===== config.mk =====
export PLATFORM = sky130hd
export DESIGN_NAME = sync_fifo_downsizer
export DESIGN_NICKNAME = d
export VERILOG_FILES = /design/src/rtl/sync_fifo_downsizer.sv
export SDC_FILE = /design/constraint.sdc
export NUM_CORES = 1
export LEC_CHECK = 0
export BUFFER_PORTS_ARGS = -buffer_cell sky130_fd_sc_hd__buf_2
export CORE_MARGIN = 4
export CORE_UTILIZATION = 46
export DETAILED_ROUTE_END_ITERATION = 8
export GPL_ROUTABILITY_DRIVEN = 0
export PLACE_DENSITY = 0.75
export SYNTH_ARGS = -nofsm -noshare
export SYNTH_HDL_FRONTEND = slang
export SYNTH_SLANG_ARGS = --single-unit

===== constraint.sdc =====
create_clock -name i_clk -period 1.4 [get_ports i_clk]
set_input_delay 0.28 -clock i_clk [delete_from_list [all_inputs] [get_ports i_clk]]
set_output_delay 0.28 -clock i_clk [all_outputs]
set_load 0.1 [all_outputs]

===== src/rtl/sync_fifo_downsizer.sv =====
// Width converter on the FIFO read side: accepts one wide word and replays it
// as RATIO narrow beats, reloading on the last beat so a full-rate sink sees no gap.
`ifndef DATA_WIDTH
`define DATA_WIDTH 32
`endif

module sync_fifo_downsizer #(
   parameter int    DATA_WIDTH = `DATA_WIDTH,
   parameter int    OUT_WIDTH  = 8,
   parameter string MSB_FIRST  = "FALSE",
   parameter int    RATIO      = DATA_WIDTH / OUT_WIDTH,
   parameter int    CNT_WIDTH  = $clog2(RATIO)
) (
   input  logic                  i_clk,
   input  logic                  i_rst_n,
   input  logic                  i_valid_s,
   input  logic [DATA_WIDTH-1:0] i_datain,
   output logic                  o_ready_s,
   output logic                  o_valid_m,
   output logic [OUT_WIDTH-1:0]  o_dataout,
   input  logic                  i_ready_m,
   output logic                  o_last,
   output logic                  o_busy
);

   localparam logic [0:0]           ST_IDLE  = 1'b0;
   localparam logic [0:0]           ST_SHIFT = 1'b1;
   localparam logic [CNT_WIDTH-1:0] LAST_CNT = CNT_WIDTH'(RATIO - 1);
   localparam logic [CNT_WIDTH-1:0] CNT_ZERO = CNT_WIDTH'(0);
   localparam logic [CNT_WIDTH-1:0] CNT_ONE  = CNT_WIDTH'(1);
   localparam bit                   MSB_SEL  = (MSB_FIRST == "TRUE");

   if (((DATA_WIDTH % OUT_WIDTH) != 0) || (RATIO < 2) ||
       ((MSB_FIRST != "TRUE") && (MSB_FIRST != "FALSE"))) begin : g_bad_cfg
      $error("sync_fifo_downsizer: illegal DATA_WIDTH/OUT_WIDTH/MSB_FIRST combination");
   end

   logic [0:0]            r_state;
   logic [DATA_WIDTH-1:0] r_hold;
   logic [CNT_WIDTH-1:0]  r_cnt;

   logic                  w_shift;
   logic                  w_last;
   logic                  w_word_xfer;
   logic                  w_beat_xfer;
   logic [31:0]           w_sel;
   logic [DATA_WIDTH-1:0] w_shifted;

   assign w_shift     = (r_state == ST_SHIFT);
   assign w_last      = w_shift & (r_cnt == LAST_CNT);
   assign o_ready_s   = i_rst_n & (~w_shift | (w_last & i_ready_m));
   assign w_word_xfer = i_valid_s & o_ready_s;
   assign w_beat_xfer = w_shift & i_ready_m;

   assign o_valid_m   = w_shift;
   assign o_busy      = w_shift;
   assign o_last      = w_last;

   // Beat index into the held word; MSB-first walks the slices downward.
   assign w_sel       = MSB_SEL ? (32'(RATIO - 1) - 32'(r_cnt)) : 32'(r_cnt);
   assign w_shifted   = r_hold >> (w_sel * 32'(OUT_WIDTH));
   assign o_dataout   = w_shift ? w_shifted[OUT_WIDTH-1:0] : {OUT_WIDTH{1'b0}};

   always_ff @(posedge i_clk or negedge i_rst_n) begin
      if (!i_rst_n) begin
         r_state <= ST_IDLE;
         r_hold  <= {DATA_WIDTH{1'b0}};
         r_cnt   <= CNT_ZERO;
      end else begin
         case (r_state)
            ST_IDLE: begin
               if (w_word_xfer) begin
                  r_hold  <= i_datain;
                  r_cnt   <= CNT_ZERO;
                  r_state <= ST_SHIFT;
               end else begin
                  r_state <= ST_IDLE;
               end
            end
            ST_SHIFT: begin
               if (w_beat_xfer) begin
                  if (r_cnt != LAST_CNT) begin
                     r_cnt <= r_cnt + CNT_ONE;
                  end else if (w_word_xfer) begin
                     // Reload on the final beat keeps the output stream gap-free.
                     r_hold <= i_datain;
                     r_cnt  <= CNT_ZERO;
                  end else begin
                     r_cnt   <= CNT_ZERO;
                     r_state <= ST_IDLE;
                  end
               end else begin
                  r_state <= ST_SHIFT;
               end
            end
            default: begin
               r_state <= ST_IDLE;
               r_cnt   <= CNT_ZERO;
            end
         endcase
      end
   end

endmodule


After elaboration in Yosys (flattened, before gate mapping)
Cells that the tools add are included.
W data, S select, Z words.

cells by class
  add/subtract/negate cells = 1
  $mul = 0
  div/mod/pow operators = 0
  order comparisons = 0
  eq/ne operators = 5
  shift-type cells = 1
  mux-type cells = 13
  bitwise logic cells = 7
  reductions and logical operators = 2

operator list
  cell                   count
  $mux W32               3
  $pmux W32 S2           1
  $shr A32 B5 Y8         1
  $mux W8                1
  $mux W2                3
  $ne A2 B2 Y1 const B   3
  $and A1 B1 Y1          5
  $pmux W2 S2            1
  $reduce_and A2 Y1      2
  $mux W1                3
  $add A2 B1 Y2 const B  1
  $eq A2 B2 Y1 const B   1
  $ne A2 B1 Y1 const B   1
  $pmux W1 S2            1
  $not A1 Y1             1
  $or A1 B1 Y1           1

storage, ports and cells
  register bits after elaboration = 35
  bits in latches = 0
  bits in writable memories = 0
  memory bits (read-only) = 0
  bits of input ports = 36
  output and inout port bits = 12
  logic and storage cells = 32
  memories kept = 0

Logic depth before layout (Yosys ltp)
Gate-level depths: netlist of the first run.

  depth after elaboration = 10
  gate-level depth with buffers = 5
  gate-level depth less buffers = 4

Worst setup path after synthesis of the first run
OpenSTA, ideal clock, no wires.

  path kind = register to output
  from = register r_state (netlist: o_busy)
  to = output port o_dataout[0]
  data arrival time = 2939 ps
  setup slack = -1819 ps
  cell stages (with the launch flop) = 5
  buffers on the path = 2
  path through = dfrtp_1 -> buf_2 -> nand2b_1 -> buf_1 -> o22ai_1

on the way
  longest elaborated chain between the ends = 1

ends and longest elaborated chain
  item                    RTL line  text
  start, declared         38        logic [0:0] r_state;
  start signal, assigned  66        r_state <= ST_IDLE;
  start signal, assigned  75        r_state <= ST_SHIFT;
  start signal, assigned  77        r_state <= ST_IDLE;
  $mux W8                 62        assign o_dataout = w_shift ? w_shifted[OUT_WIDTH-1:0] : {OUT_WIDTH{1'b0}};
  end, declared           20        output logic [OUT_WIDTH-1:0] o_dataout,

Every way passes these cells.

Worst setup path in the final report of the first run
  from = register r_cnt[1]
  to = output port o_dataout[2]

on the way
  longest elaborated chain between the ends = 2

ends and longest elaborated chain
  item                    RTL line  text
  start, declared         40        logic [CNT_WIDTH-1:0] r_cnt;
  start signal, assigned  83        r_cnt <= r_cnt + CNT_ONE;
  $shr A32 B5 Y8          61        assign w_shifted = r_hold >> (w_sel * 32'(OUT_WIDTH));
  $mux W8                 62

Every way passes these cells.

==> metrics.txt, run 1 <==
post-synthesis cell area=1620 µm²; Setup crit start=r_cnt[1]$_DFFE_PN0P_; Critical Path AT=1600 ps; clk_skew=17.8 ps; vias in the first global route=1418; Slew headroom=0.453; layout net count=224; via/cell ratio=5.24; port buffer count=47; final worst-path cycle share=1.34; cells on worst reg2reg path=7; CP endpoint kind=output port; total iterations of the first detailed-routing run=4; Detailed Place HPWL=2.86 mm; WL per Instance=18.8 µm; crit-path max FO=8; # setup viols final=44; drt drc=0; TritonCTS clock tree=done; RR Endpoint=r_hold[0]$_DFFE_PN0P_; Setup Crit Path Kind=reg -> out; Mapped Avg Cell Area=13.8 µm²; 1st-iter DRT viols=19; Worst-Margin Slew=820 ps; GRT overflow=0; Top Usage Layer GRT=met2; antenna fix cells=0; Setup crit end=o_dataout[2]; All-Layer GR Usage=0.220; Reg clk slew, reported paths=110 ps; Detail Route Antenna Nets=0; I/O Pins=48; PnR worst setup slack=-477 ps; GR Layer Usage met1=0.259; initial antenna violation count=0; reg-to-reg critical path startpoint=r_cnt[1]$_DFFE_PN0P_; CP most frequent cell=buf_12; DRT Wirelength=4.40 mm; minimum clock period=1880 ps; FMAX=0.533 GHz; Sink Count=35; flop and latch count out of synthesis=35; Mapped Nets=155; RSZ-0062 raised after global routing=yes; synthesis-to-finish area growth=70.6%; Max Slew Vio Count=0; Root Buffer Master=clkbuf_4; critical path, cell by cell=buf_12 > mux2i_4 > o22ai_4 > buf_12; Yosys Warn Count=0; Placement Rows=21; most common cell after layout, fill and taps aside=buf_2; commonest cells after routing, fill and taps aside=buf_2 (35), dfrtp_1 (33), mux2_4 (32); full die area=4550 µm²; via count=1227; post-synthesis cell count=118; die height=67.4 µm; worst hold path type=in -> reg; Seq/Total Area, Yosys=0.539; max cap viols=0; clock insertion delay at the later pin of the skew report=330 ps; failing checks=setup timing; Hold Path Origin=i_datain[20]; CP startpoint kind=flip-flop; core area=3360 µm²; share of cells above drive strength 1=0.750; first-pass GRT wire length=7.13 mm; Initial Utilization=0.483; R2R setup slack=-360 ps; H-tree level count=2; worst endpoint required time=1120 ps; delay of the slowest critical-path stage=490 ps; Clock Path Buffers=2; unique cell type count in the Yosys netlist=18; Crit-path slowest cell=dfrtp_2; final core occ=0.824; Die X=67.4 µm; met3 usage=0.0449; largest net degree at the start of global routing=19; Final Hold Vio Count=0; status=finished, violations left; Global Route met2 Usage=0.400; fill count=196; Inserted Clock Buffers=5
[registers in the layout, summed over array words and instances (netlist names)]
| signal | cells |
|---|---|
| r_hold | 32 |
| o_busy | 1 |
| r_cnt | 2 |
[repair_timing]
| item | 4_1_cts | 5_1_grt |
|---|---|---|
| pin swaps | 5 | 3 |
| buffers inserted | 5 | 1 |
| hold endpoints to repair | 35 | 0 |
| endpoints found under the setup margin | 44 | 60 |
| resized for setup | 33 | 12 |
| hold buffers | 2 | 0 |
| cloned | 2 | 1 |
[routing by layer]
layer	wire length, µm	vias to the layer above
met4	26	0
li1	-	559
met5	0	-
met1	1790	633
met2	2390	31
met3	195	4
[per-stage QoR]
step | hold WS (ps) | area, µm² | worst slack (ps) | cells | TNS (ps)
detailed placement | 279 | 2420 | -163 | 217 | -4860
global placement | 280 | 2420 | -105 | 217 | -2160
global route | 142 | 2770 | -536 | 234 | -17330
CTS | 156 | 2730 | -451 | 234 | -13440
floorplan | -15.6 | 1900 | -434 | 118 | -11000
finish | 162 | 2770 | -477 | 234 | -14370
[how the worst min path moves through the flow]
stage / to / slack, ps / depth (start not counted)
final: r_hold[20]$_DFFE_PN0P_ / 160 / 2
after global routing: r_hold[20]$_DFFE_PN0P_ / 140 / 2
after CTS: r_hold[15]$_DFFE_PN0P_ / 160 / 2
after detailed placement: r_hold[26]$_DFFE_PN0P_ / 280 / 2
after global placement: r_hold[10]$_DFFE_PN0P_ / 280 / 2
after floorplan: r_cnt[0]$_DFFE_PN0P_ / -20 / 0
[final cells by class]
| class | instances | area (µm²) | area share |
|---|---|---|---|
| clock buffer | 7 | 45.0 | 0.0163 |
| clock inverter | 1 | 30.0 | 0.0108 |
| sequential | 35 | 881 | 0.318 |
| tap | 46 | 57.6 | 0.0208 |
| timing repair buffer | 70 | 704 | 0.254 |
| multi-input combinational | 75 | 1050 | 0.380 |
[worst max-delay path, delay by kind of cell, from the launching register on]
family                 cells  cell delay, ps
buffers and inverters      2             370
flip-flops                 1             490
AO/OA/AOI/OAI              1             190
multiplexers               1             200
[synth_stat cells]
library cell | count | share of area
mux2i_1 | 16 | 0.099
mux2_2 | 31 | 0.21
nor2_1 | 1 | 0.0023
buf_6 | 3 | 0.021
o22ai_1 | 8 | 0.031
mux2_1 | 2 | 0.014
buf_2 | 2 | 0.0062
nand2b_1 | 2 | 0.0077
a21oi_1 | 1 | 0.0031
and2_1 | 2 | 0.0077
buf_4 | 2 | 0.0092
nand2_1 | 8 | 0.018
a31oi_1 | 1 | 0.0039
ha_1 | 1 | 0.0077
dfrtp_1 | 35 | 0.54
a21oi_4 | 1 | 0.010
o21ai_0 | 1 | 0.0031
buf_1 | 1 | 0.0023
[cells by family (layout without fill, tap and decap cells)]
group	Yosys count	after routing	synth area share
flops	35	35	0.539
compound gates	12	12	0.0508
mux	49	49	0.327
fa+ha+maj	1	1	0.00770
buf+inv	8	78	0.0385
simple gates	13	13	0.0362
Power of run 1 is left out: the tool's default activity adds up to more than one toggle a clock period on the data nets, which glitch-free logic cannot reach.
==> run 2, diff against run 1 <==
BUFFER_PORTS_ARGS = default   (was -buffer_cell sky130_fd_sc_hd__buf_2)
CAP_MARGIN = 40   (was default)
CORE_UTILIZATION = 55   (was 46)
DONT_BUFFER_PORTS = 1   (was default)
PLACE_DENSITY = 0.73   (was 0.75)
==> run 2 against run 1 <==
  * The run still ends with setup timing left
  * Critical path depth unchanged
  * Routed wire length increased by 6.1%
  * Count of clock-buffer cells in the layout decreased by 1
  * First-iteration DRC count increased by 150%
  * Core utilization increased by 6.4 points
  * Sequential share of layout area increased by 3.8 points
  * Worst setup slack got worse by 50 ps
  * Hold slack got worse by 71 ps
  * Final cell count decreased by 25%
  * Final area decreased by 11%
  * Critical path type unchanged
  * Largest cell class unchanged
==> metrics.txt, run 2 (synthesis gave the netlist of run 1 again) <==
TritonCTS clock tree=done (unchanged); Placement Rows=19 (was 21); Reg clk slew, reported paths=110 ps (about the same); Setup Crit Path Kind=reg -> out (unchanged); max FFs per register=32 (unchanged); vias in the first global route=1139 (was 1418); H-tree level count=2 (unchanged); Sink Count=35 (unchanged); Initial Utilization=0.584 (was 0.483); total iterations of the first detailed-routing run=4 (unchanged); Critical Path AT=1650 ps (was 1600 ps); max cap viols=0 (unchanged); All-Layer GR Usage=0.207 (was 0.220); drt drc=0 (unchanged); Clock Path Buffers=2 (unchanged); Detailed Place HPWL=2.45 mm (was 2.86 mm); clk_skew=13.8 ps (was 17.8 ps); die height=62.3 µm (was 67.4 µm); WL per Instance=26.6 µm (was 18.8 µm); Detail Route Antenna Nets=0 (unchanged); final worst-path cycle share=1.38 (was 1.34); Inserted Clock Buffers=5 (unchanged); Slew headroom=0.775 (was 0.453); Worst-Margin Slew=328 ps (was 820 ps); RSZ-0062 raised after global routing=yes (unchanged); share of cells above drive strength 1=0.669 (was 0.750); clock insertion delay at the later pin of the skew report=320 ps (was 330 ps); Final Hold Vio Count=0 (unchanged); core area=2780 µm² (was 3360 µm²); DRT Wirelength=4.67 mm (was 4.40 mm); Max Slew Vio Count=0 (unchanged); fill count=102 (was 196); GRT overflow=0 (unchanged); largest net degree at the start of global routing=36 (was 19); 1st-iter DRT viols=47 (was 19); CP startpoint kind=flip-flop (unchanged); worst hold path type=in -> reg (unchanged); via/cell ratio=6.17 (was 5.24); failing checks=setup timing (unchanged); minimum clock period=1930 ps (was 1880 ps); port buffer count=0 (was 47); via count=1086 (was 1227); FMAX=0.519 GHz (was 0.533 GHz); WHS=90.8 ps (was 162 ps); I/O Pins=48 (unchanged); most common cell after layout, fill and taps aside=dfrtp_1 (was buf_2); Die X=62.3 µm (was 67.4 µm); largest register by flop count=r_hold (unchanged); PnR worst setup slack=-526 ps (was -477 ps); first-pass GRT wire length=6.24 mm (was 7.13 mm); synthesis-to-finish area growth=52.1% (was 70.6%); # setup viols final=44 (unchanged); status=finished, violations left (unchanged); CP endpoint kind=output port (unchanged); full die area=3890 µm² (was 4550 µm²); layout net count=182 (was 224); initial antenna violation count=0 (unchanged); worst endpoint required time=1120 ps (about the same); crit-path max FO=18 (was 8); antenna fix cells=0 (unchanged); Root Buffer Master=clkbuf_4 (unchanged); commonest cells after routing, fill and taps aside=dfrtp_1 (34), mux2_4 (32), buf_12 (14) (was buf_2 (35), dfrtp_1 (33), mux2_4 (32))
-- run 2: cell count changes in the layout (fill, tap and decap cells not counted), sizes merged --
cell	before	now
buf	67	24
clkbuf	8	9
dlymetal6s4s	1	0
-- run 2: per-layer routing --
| layer | track usage | wire length, µm | vias to the layer above |
|---|---|---|---|
| li1 | - | - | 474 |
| met1 | 0.258 | 1900 | 558 |
| met2 | 0.350 | 2460 | 48 |
| met3 | 0.0757 | 249 | 6 |
| met4 | 0.0318 | 57 | 0 |
| met5 | 0 | 0 | - |
-- run 2: repair_timing --
| action | in CTS | in global routing |
|---|---|---|
| setup endpoints to repair | 44 | 44 |
| pin swaps | 1 | 4 |
| hold buffers | 2 | 0 |
| endpoints found under the hold margin | 35 | 0 |
| resized for setup | 7 | 24 |
| cloned | 1 | 3 |
| setup buffers | 3 | 4 |
-- run 2: final timing paths --
path | start | to | slack [ps] | cells past startpoint
max | r_cnt[1]$_DFFE_PN0P_ | o_dataout[3] | -530 | 4
min | i_datain[24] | r_hold[24]$_DFFE_PN0P_ | 90 | 1
max reg2reg | r_cnt[1]$_DFFE_PN0P_ | r_hold[21]$_DFFE_PN0P_ | -260 | 6
min reg2reg | r_hold[13]$_DFFE_PN0P_ | r_hold[13]$_DFFE_PN0P_ | 540 | 1
max in group asynchronous | i_rst_n | o_busy$_DFF_PN0_ | 800 | 2
min in group asynchronous | i_rst_n | r_cnt[1]$_DFFE_PN0P_ | 400 | 2
-- run 2: through the flow --
| step | instances | TNS [ps] | worst slack [ps] | utilization | instance area [µm²] |
|---|---|---|---|---|---|
| after floorplan | 118 | -11000 | -434 | - | 1900 |
| after global placement | 158 | -4220 | -118 | 0.770 | 2140 |
| after detailed placement | 158 | -5620 | -169 | 0.770 | 2140 |
| after CTS | 171 | -9800 | -457 | 0.833 | 2320 |
| after global routing | 176 | -13510 | -543 | 0.888 | 2470 |
| final | 176 | -12000 | -526 | 0.888 | 2470 |
-- run 2: final cells by class --
cell class	count	area (µm²)	share of cell area
Tap cell	31	38.8	0.0157
Sequential cell	35	880	0.356
Clock buffer	6	41.3	0.0167
Multi-Input combinational cell	75	1000	0.407
Clock inverter	1	30.0	0.0122
Timing Repair Buffer	28	475	0.193
-- run 2: critical path, stage by stage, from the launching register on --
cell and delay, ps:
dfrtp_1 410, buf_12 220, mux2i_1 360, o22ai_4 140, buf_12 180
Power of run 2 is left out for the same reason.
==> run 3, diff against run 2 <==
GPL_TIMING_DRIVEN = 0   (was default)
==> run 3 against run 2 <==
  * Sequential share of layout area increased by 2.7 points
  * Fmax decreased by 13%
  * First-iteration DRC count increased by 19%
  * Die area unchanged
  * Critical endpoint is now o_dataout[2]
  * Routed wire length decreased by 18%
  * Critical path depth unchanged
  * Non-clock buffer count decreased by 7
  * Sequential cell count unchanged
  * The run still ends with setup timing left
==> metrics.txt, run 3 (synthesis gave the netlist of run 1 again) <==
status=finished, violations left (unchanged); failing checks=setup timing (unchanged); via/cell ratio=6.06 (was 6.17); via count=1030 (was 1086); share of cells above drive strength 1=0.547 (was 0.669); CP startpoint kind=flip-flop (unchanged); antenna fix cells=0 (unchanged); largest net degree at the start of global routing=36 (unchanged); max cap viols=0 (unchanged); 1st-iter DRT viols=56 (was 47); clock insertion delay at the later pin of the skew report=350 ps (was 320 ps); layout net count=175 (was 182); initial antenna violation count=0 (unchanged); Root Buffer Master=clkbuf_4 (unchanged); critical path, cell by cell=buf_8 > nand2b_4 > buf_12 > o22ai_4 (was buf_12 > mux2i_1 > o22ai_4 > buf_12); total iterations of the first detailed-routing run=6 (was 4); max FFs per register=32 (unchanged); final worst-path cycle share=1.59 (was 1.38); RSZ-0062 raised after global routing=yes (unchanged); Detail Route Antenna Nets=0 (unchanged); # setup viols final=43 (was 44); first-pass GRT wire length=6.38 mm (was 6.24 mm); delay of the slowest critical-path stage=640 ps (was 410 ps); Final Cell Area=2300 µm² (was 2470 µm²); final core occ=0.826 (was 0.888); Slew headroom=0.511 (was 0.775); All-Layer GR Usage=0.216 (was 0.207); Die X=62.3 µm (unchanged); Placement Rows=19 (unchanged); Max Slew Vio Count=0 (unchanged); GRT overflow=0 (unchanged); drt drc=0 (unchanged); Inserted Clock Buffers=5 (unchanged); Sink Count=35 (unchanged); crit-path max FO=8 (was 18); Placed Cells incl. Taps=149 (was 158); full die area=3890 µm² (unchanged); Final Hold Vio Count=0 (unchanged); PnR worst setup slack=-821 ps (was -526 ps); Setup Crit Path Kind=reg -> out (unchanged); dpl ws=-545 ps (was -169 ps); CP endpoint kind=output port (unchanged); Reg clk slew, reported paths=110 ps (about the same); core area=2780 µm² (unchanged); Buf/Inv on CP=2 (unchanged); Placed Area=1940 µm² (was 2140 µm²); clk_skew=9.10 ps (was 13.8 ps); synthesis-to-finish area growth=41.4% (was 52.1%); DRT Wirelength=3.85 mm (was 4.67 mm); die height=62.3 µm (unchanged); Worst-Margin Slew=753 ps (was 328 ps); Clock Path Buffers=2 (unchanged); minimum clock period=2220 ps (was 1930 ps); worst hold path type=in -> reg (unchanged); worst endpoint required time=1120 ps (about the same); kind of cell adding the most delay to the critical path=flip-flops (unchanged); H-tree level count=2 (unchanged); commonest cells after routing, fill and taps aside=dfrtp_1 (33), mux2_4 (31), mux2i_1 (16) (was dfrtp_1 (34), mux2_4 (32), buf_12 (14)); TritonCTS clock tree=done (unchanged); port buffer count=0 (unchanged); I/O Pins=48 (unchanged); Initial Utilization=0.584 (unchanged); fin cells=170 (was 176); FMAX=0.450 GHz (was 0.519 GHz); vias in the first global route=1185 (was 1139); WL per Instance=22.6 µm (was 26.6 µm); Crit-path slowest cell=dfrtp_4 (was dfrtp_1); most common cell after layout, fill and taps aside=dfrtp_1 (unchanged); Detailed Place HPWL=2.26 mm (was 2.45 mm); Critical Path AT=1940 ps (was 1650 ps); largest register by flop count=r_hold (unchanged)
## run 3: area by class of cell
class / count / area [µm²]
multi-input cells: 75 / 940
flip-flops and latches: 35 / 881
fillers: 152 / 484
repair buffers: 13 / 230
plain buffers: 8 / 121
clock buffers: 6 / 51.3
well taps: 31 / 38.8
clock inverters: 2 / 35.0
## run 3: routing by layer
layer,vias to the layer above,track usage,wire length [µm]
li1,468,-,-
met1,519,0.275,1670
met2,39,0.338,1860
met3,4,0.0721,261
met4,0,0.0875,48
met5,-,0,0
## run 3: stage by stage
stage / setup TNS [ps] / hold slack, ps
final: -24010 / 69.1
after global routing: -25300 / 44.4
after CTS: -23430 / 53.6
after detailed placement: -15390 / -14.6
after global placement: -14370 / -14.7
after floorplan: -11000 / -15.6
## run 3: worst paths after layout
| path | start | endpoint | slack, ps | depth (start not counted) |
|---|---|---|---|---|
| setup reg to reg | o_busy$_DFF_PN0_ | r_hold[15]$_DFFE_PN0P_ | -550 | 7 |
| min in group asynchronous | i_rst_n | r_hold[4]$_DFFE_PN0P_ | 390 | 2 |
| setup / recovery | o_busy$_DFF_PN0_ | o_dataout[2] | -820 | 4 |
| max in group asynchronous | i_rst_n | o_busy$_DFF_PN0_ | 800 | 2 |
| hold / removal | i_datain[4] | r_hold[4]$_DFFE_PN0P_ | 70 | 1 |
| hold reg to reg | r_hold[15]$_DFFE_PN0P_ | r_hold[15]$_DFFE_PN0P_ | 490 | 1 |
## run 3: timing repair
item,in CTS,in global routing
hold endpoints to repair,35,0
gates cloned,3,0
gates resized for setup,13,4
pin swaps,9,5
buffers inserted,6,2
hold buffers,2,0
endpoints found under the setup margin,43,43
Power of run 3 is left out for the same reason.
